## src/rtl/pipe_pkg.sv

```systemverilog
// Shared widths, NOP encoding and update-rule codes for the IF/ID stage register.
package pipe_pkg;

  localparam int PC_W_DEF   = 32;
  localparam int INST_W_DEF = 32;
  localparam int IM_W_DEF   = 12;

  // RV32I "addi x0, x0, 0"; handy as a BUBBLE_INST override
  localparam logic [31:0] NOP_INST = 32'h0000_0013;

  // Update rules in priority order, highest first
  localparam logic [2:0] RULE_CLEAR = 3'd0;
  localparam logic [2:0] RULE_FLUSH = 3'd1;
  localparam logic [2:0] RULE_DRAIN = 3'd2;
  localparam logic [2:0] RULE_STALL = 3'd3;
  localparam logic [2:0] RULE_PASS  = 3'd4;

endpackage

```

## src/rtl/if_id_pipe_reg_sat_counter.sv

```systemverilog
// Saturating event counter with synchronous clear; sticks at all-ones.
module sat_counter #(
  parameter int W = 16
) (
  input  logic         clk_i,
  input  logic         rst_i,
  input  logic         clr_i,
  input  logic         inc_i,
  output logic [W-1:0] cnt_o
);

  logic [W-1:0] r_cnt;

  always_ff @(posedge clk_i or posedge rst_i) begin
    if (rst_i) begin
      r_cnt <= '0;
    end else if (clr_i) begin
      r_cnt <= '0;
    end else if (inc_i && (r_cnt != {W{1'b1}})) begin
      r_cnt <= r_cnt + W'(1);
    end
  end

  assign cnt_o = r_cnt;

endmodule

```

## src/rtl/if_id_pipe_reg.sv

```systemverilog
// IF/ID pipeline register with valid bit, programmable-length flush,
// selectable stall behaviour and saturating stall/flush event counters.
module if_id_pipe_reg
  import pipe_pkg::*;
#(
  parameter int                PC_W           = PC_W_DEF,
  parameter int                INST_W         = INST_W_DEF,
  parameter int                IM_W           = IM_W_DEF,
  parameter int                FLUSH_CYCLES   = 2,
  parameter logic [INST_W-1:0] BUBBLE_INST    = '0,
  parameter bit                STALL_HOLD_ALL = 1'b0,
  parameter int                PERF_W         = 16
) (
  input  logic              clk_i,
  input  logic              rst_i,
  input  logic              start_i,
  input  logic [PC_W-1:0]   pc_i,
  input  logic [INST_W-1:0] inst_i,
  input  logic [IM_W-1:0]   pcIm_i,
  input  logic              valid_i,
  input  logic              hazard_i,
  input  logic              flush_i,
  output logic [PC_W-1:0]   pc_o,
  output logic [INST_W-1:0] inst_o,
  output logic [IM_W-1:0]   pcIm_o,
  output logic              valid_o,
  output logic              flushing_o,
  output logic [PERF_W-1:0] stall_cnt_o,
  output logic [PERF_W-1:0] flush_cnt_o
);

  localparam int CNT_W = $clog2(FLUSH_CYCLES + 1);
  localparam logic [CNT_W-1:0] FLUSH_LOAD = CNT_W'(FLUSH_CYCLES - 1);

  if ((FLUSH_CYCLES < 1) || (FLUSH_CYCLES > 15)) begin : g_bad_flush_cycles
    $error("if_id_pipe_reg: FLUSH_CYCLES must be within 1..15");
  end

  logic [PC_W-1:0]   r_pc;
  logic [INST_W-1:0] r_inst;
  logic [IM_W-1:0]   r_pcim;
  logic              r_valid;
  logic [CNT_W-1:0]  r_cnt;
  logic [2:0]        w_rule;
  logic [PERF_W-1:0] w_stall_cnt;
  logic [PERF_W-1:0] w_flush_cnt;

  always_comb begin
    w_rule = RULE_PASS;
    if (!start_i)             w_rule = RULE_CLEAR;
    else if (flush_i)         w_rule = RULE_FLUSH;
    else if (r_cnt != '0)     w_rule = RULE_DRAIN;
    else if (hazard_i)        w_rule = RULE_STALL;
  end

  always_ff @(posedge clk_i or posedge rst_i) begin
    if (rst_i) begin
      r_pc    <= '0;
      r_inst  <= '0;
      r_pcim  <= '0;
      r_valid <= 1'b0;
      r_cnt   <= '0;
    end else begin
      case (w_rule)
        RULE_CLEAR: begin
          r_pc    <= '0;
          r_inst  <= '0;
          r_pcim  <= '0;
          r_valid <= 1'b0;
          r_cnt   <= '0;
        end
        RULE_FLUSH, RULE_DRAIN: begin
          // PC keeps tracking fetch so decode sees where the redirect landed
          r_pc    <= pc_i;
          r_inst  <= BUBBLE_INST;
          r_pcim  <= '0;
          r_valid <= 1'b0;
          r_cnt   <= (w_rule == RULE_FLUSH) ? FLUSH_LOAD : r_cnt - CNT_W'(1);
        end
        RULE_STALL: begin
          if (!STALL_HOLD_ALL) begin
            r_pc   <= pc_i;
            r_pcim <= pcIm_i;
          end
        end
        default: begin
          r_pc    <= pc_i;
          r_inst  <= inst_i;
          r_pcim  <= pcIm_i;
          r_valid <= valid_i;
        end
      endcase
    end
  end

  sat_counter #(.W(PERF_W)) u_stall_cnt (
    .clk_i (clk_i),
    .rst_i (rst_i),
    .clr_i (w_rule == RULE_CLEAR),
    .inc_i (w_rule == RULE_STALL),
    .cnt_o (w_stall_cnt)
  );

  sat_counter #(.W(PERF_W)) u_flush_cnt (
    .clk_i (clk_i),
    .rst_i (rst_i),
    .clr_i (w_rule == RULE_CLEAR),
    .inc_i (w_rule == RULE_FLUSH),
    .cnt_o (w_flush_cnt)
  );

  assign pc_o        = r_pc;
  assign inst_o      = r_inst;
  assign pcIm_o      = r_pcim;
  assign valid_o     = r_valid;
  assign flushing_o  = (r_cnt != '0);
  assign stall_cnt_o = w_stall_cnt;
  assign flush_cnt_o = w_flush_cnt;

endmodule
```

## config.mk

```make
export PLATFORM = sky130hd
export DESIGN_NAME = if_id_pipe_reg
export DESIGN_NICKNAME = d
export VERILOG_FILES = /design/src/rtl/pipe_pkg.sv /design/src/rtl/if_id_pipe_reg_sat_counter.sv /design/src/rtl/if_id_pipe_reg.sv
export SDC_FILE = /design/constraint.sdc
export NUM_CORES = 1
export LEC_CHECK = 0
export ABC_CLOCK_PERIOD_IN_PS = 3200
export BUFFER_PORTS_ARGS = -buffer_cell sky130_fd_sc_hd__buf_4
export CORE_MARGIN = 2
export CORE_UTILIZATION = 30
export DETAILED_ROUTE_END_ITERATION = 6
export SLEW_MARGIN = 25
export SYNTH_ARGS = -nofsm -noshare
export SYNTH_HDL_FRONTEND = slang
export SYNTH_HIERARCHICAL = 1
export SYNTH_SLANG_ARGS = --single-unit
```

## constraint.sdc

```tcl
create_clock -name clk_i -period 3.2 [get_ports clk_i]
set_clock_uncertainty 0.1 [all_clocks]
set_input_delay 0.32 -clock clk_i [delete_from_list [all_inputs] [get_ports clk_i]]
set_output_delay 0.32 -clock clk_i [all_outputs]
set_load 0.02 [all_outputs]
```

==> out/results.ini <==
[sta]
setup_viol = 0
worstMarginPinSlew_ns = 0.7136
fin_crit_sh_pct = 80.15
holdWs_ns = 0.06766
fmax_mhz = 389.9
final-hold-violation-count = 0
fin_crit_ns = 2.565
setup_ws_ns = 0.6351
slew_headroom_pct = 51.99
drv_slew = 0
rsz0062_at_grt = false
setup_tns_ns = 0

[floorplan]
die-area_um2 = 16790
io_pins = 192
initial_core_util_pct = 30.90
rows = 45
fp.coreArea_um2 = 15310
die_y_um = 129.6
die_width_um = 129.6

[place]
place_area_um2 = 6360
gp_congestion = 0.7743
pre_cts_slack_ns = 0.6539
dp_hpwl_um = 8940
place_inst = 806
io_buffers = 191

[yosys]
syn_inst = 418
ys.flop_type = dfrtp_1
syn_nets = 503
synth_top_cell_by_area = dfrtp_1
syn-cell-area_um2 = 4732
yosys-top-cells-count = dfrtp_1 (111), and2_1 (45), nor2_1 (39)
synth_top_area_share_pct = 58.70
yosysUniqueCellTypes = 36
yosysMostFrequentCell = dfrtp_1
ys.warnings.count = 6
avgSynthCellArea_um2 = 11.32
synthTopCellsByArea = dfrtp_1 (59%), mux2i_1 (7.4%), and2_1 (5.9%), nor2_1 (3.1%), a21oi_1 (2.5%)
yosysSeqAreaShare_pct = 58.70
async_reset_ff_share_pct = 100.0
synth-seq-cells = 111
synth-edff-count = 0

[grt]
grt_usage_pct = 14.60
antenna_found_initial = 0
grt_start_max_net_pins = 40
overflow = 0
grt_pass1_vias = 3838
grt_pass1_wl_um = 19060

[setup_path]
worstPathArrival_ns = 2.74
r2r_slack_ns = 0.64
crit_path_end = u_stall_cnt/cnt_o[13]$_DFFE_PP0P_
timing.rr.end = u_stall_cnt/cnt_o[13]$_DFFE_PP0P_
startpoint = r_cnt[0]$_DFFE_PP0P_
r2r_cells = 8
worstPathRequired_ns = 3.38
end_kind = flip-flop
cp-start-kind = flip-flop
r2r-start = r_cnt[0]$_DFFE_PP0P_
path_class = flip-flop to flip-flop
crit_fanout = 6

[clock_tree]
numCtsBuffers = 9
cts_htree_levels = 3
cts_root_buf = clkbuf_16
cts_tree = built
clock_latency_ns = 0.35
clock_tree.buffer_depth = 2
cts.sinks = 111
cts.clk_slew.worst_paths_ns = 0.07

[status]
outcome = complete, no violations

[worst_hold_path]
min_path_type = primary input to flip-flop
hold_depth = 2

[detailed_routing]
via_count = 3883
vias_per_cell = 4.724
wl_um = 12100
postRouteAntennaNets = 0
dr.pass1.iters = 4
wl_per_cell_um = 14.73
drc_errors = 0
drt_iter0_drc = 149

[layout]
fillers = 1474
antenna_cells = 0
syn_to_final_growth_pct = 41.25
final_area_um2 = 6684
instances_no_fill = 822
drive_gt1_share_pct = 36.50
multi_input_area_um2 = 1797
regArea_um2 = 2778
finalNetCount = 692

[power]
leakage_nw = 3.262
vdd_drop_max_v = 0.0002544
power_density_nw_per_um2 = 448.6

[flow_run]
max_cap_viol_count = 0

-- logic make-up (layout without fill, tap and decap cells) --
group | count (synthesis) | count (layout) | synth area share, %
AO/OA/AOI/OAI | 52 | 52 | 6.557
adder cells (fa/ha/maj) | 3 | 3 | 0.7933
multiplexers | 39 | 39 | 8.355
buffers and inverters | 31 | 224 | 3.332
XOR/XNOR | 1 | 1 | 0.1851
AND/OR/NAND/NOR | 181 | 181 | 22.08
flip-flops | 111 | 111 | 58.70
-- layout by cell type, fill, tap and decap left out, drive strengths merged, types with 6 or more instances in the layout --
| master | synthesis | routed |
|---|---|---|
| nand4 | 10 | 10 |
| clkbuf | 7 | 12 |
| a21oi | 24 | 24 |
| and2 | 45 | 45 |
| nor2 | 39 | 39 |
| nor2b | 7 | 7 |
| or3 | 14 | 14 |
| buf | 11 | 197 |
| nor4 | 6 | 6 |
| o21ai | 10 | 10 |
| or4 | 16 | 16 |
| o31ai | 10 | 10 |
| dfrtp | 111 | 111 |
| nand3 | 14 | 14 |
| nor3 | 9 | 9 |
| mux2i | 35 | 35 |
| inv | 11 | 10 |
| nand2 | 13 | 13 |
-- worst max-delay path, cell delays in order, from the launching register on --
cell and delay [ns]:
dfrtp_1 0.40, inv_1 0.06, ha_1 0.24, nand2_1 0.08
nor3_1 0.29, nand3_1 0.26, or4_4 0.50, or4_1 0.41
a21oi_1 0.15
-- worst min path at each step --
stage,startpoint,endpoint
floorplan,rst_i,u_flush_cnt/cnt_o[0]$_DFFE_PP0P_
global placement,rst_i,inst_o[23]$_DFFE_PP0N_
detailed placement,rst_i,inst_o[27]$_DFFE_PP0N_
CTS,pcIm_i[6],pcIm_o[6]$_DFF_PP0_
global route,pcIm_i[11],pcIm_o[11]$_DFF_PP0_
finish,pcIm_i[6],pcIm_o[6]$_DFF_PP0_
-- final cells by class --
type,count,share of cell area [%]
Clock buffer,12,3.688
Clock inverter,3,1.011
Inverter,11,0.6365
Multi-Input combinational cell,276,26.88
Sequential cell,111,41.56
Tap cell,211,3.950
Timing Repair Buffer,198,22.28
-- per-stage QoR --
stage          util [%]  total power [mW]
2_1_floorplan         -             1.667
3_5_place_dp      41.53             1.845
3_3_place_gp      41.53             1.838
6_report          43.64             2.998
5_1_grt           43.64             3.133
4_1_cts           43.64             3.051
-- metal layers --
metal | global-route usage [%] | part of all wire [%] | vias up
li1 | - | - | 1853
met2 | 24.05 | 49 | 138
met3 | 3.757 | 6.8 | 17
met4 | 6.831 | 2.2 | 0
met1 | 17.98 | 42 | 1875
met5 | 0 | 0 | -
-- registers in the layout, summed over array words and instances, names as in the netlist --
| name | count |
|---|---|
| r_cnt | 2 |
| pc_o | 32 |
| pcIm_o | 12 |
| valid_o | 1 |
| u_stall_cnt/cnt_o | 16 |
| inst_o | 32 |
| u_flush_cnt/cnt_o | 16 |
-- repair_timing --
action                                 in CTS  in global routing
gates resized for setup                     0                  0
endpoints found under the hold margin      65                  0
buffers inserted                            0                  0
hold buffers                                1                  0
-- power breakdown --
part / switching (mW) / internal (mW)
logic: 0.180 / 0.167
clock network: 0.484 / 0.704
registers: 0.0193 / 1.44
Note: power is estimated with default switching activity, not from simulation.
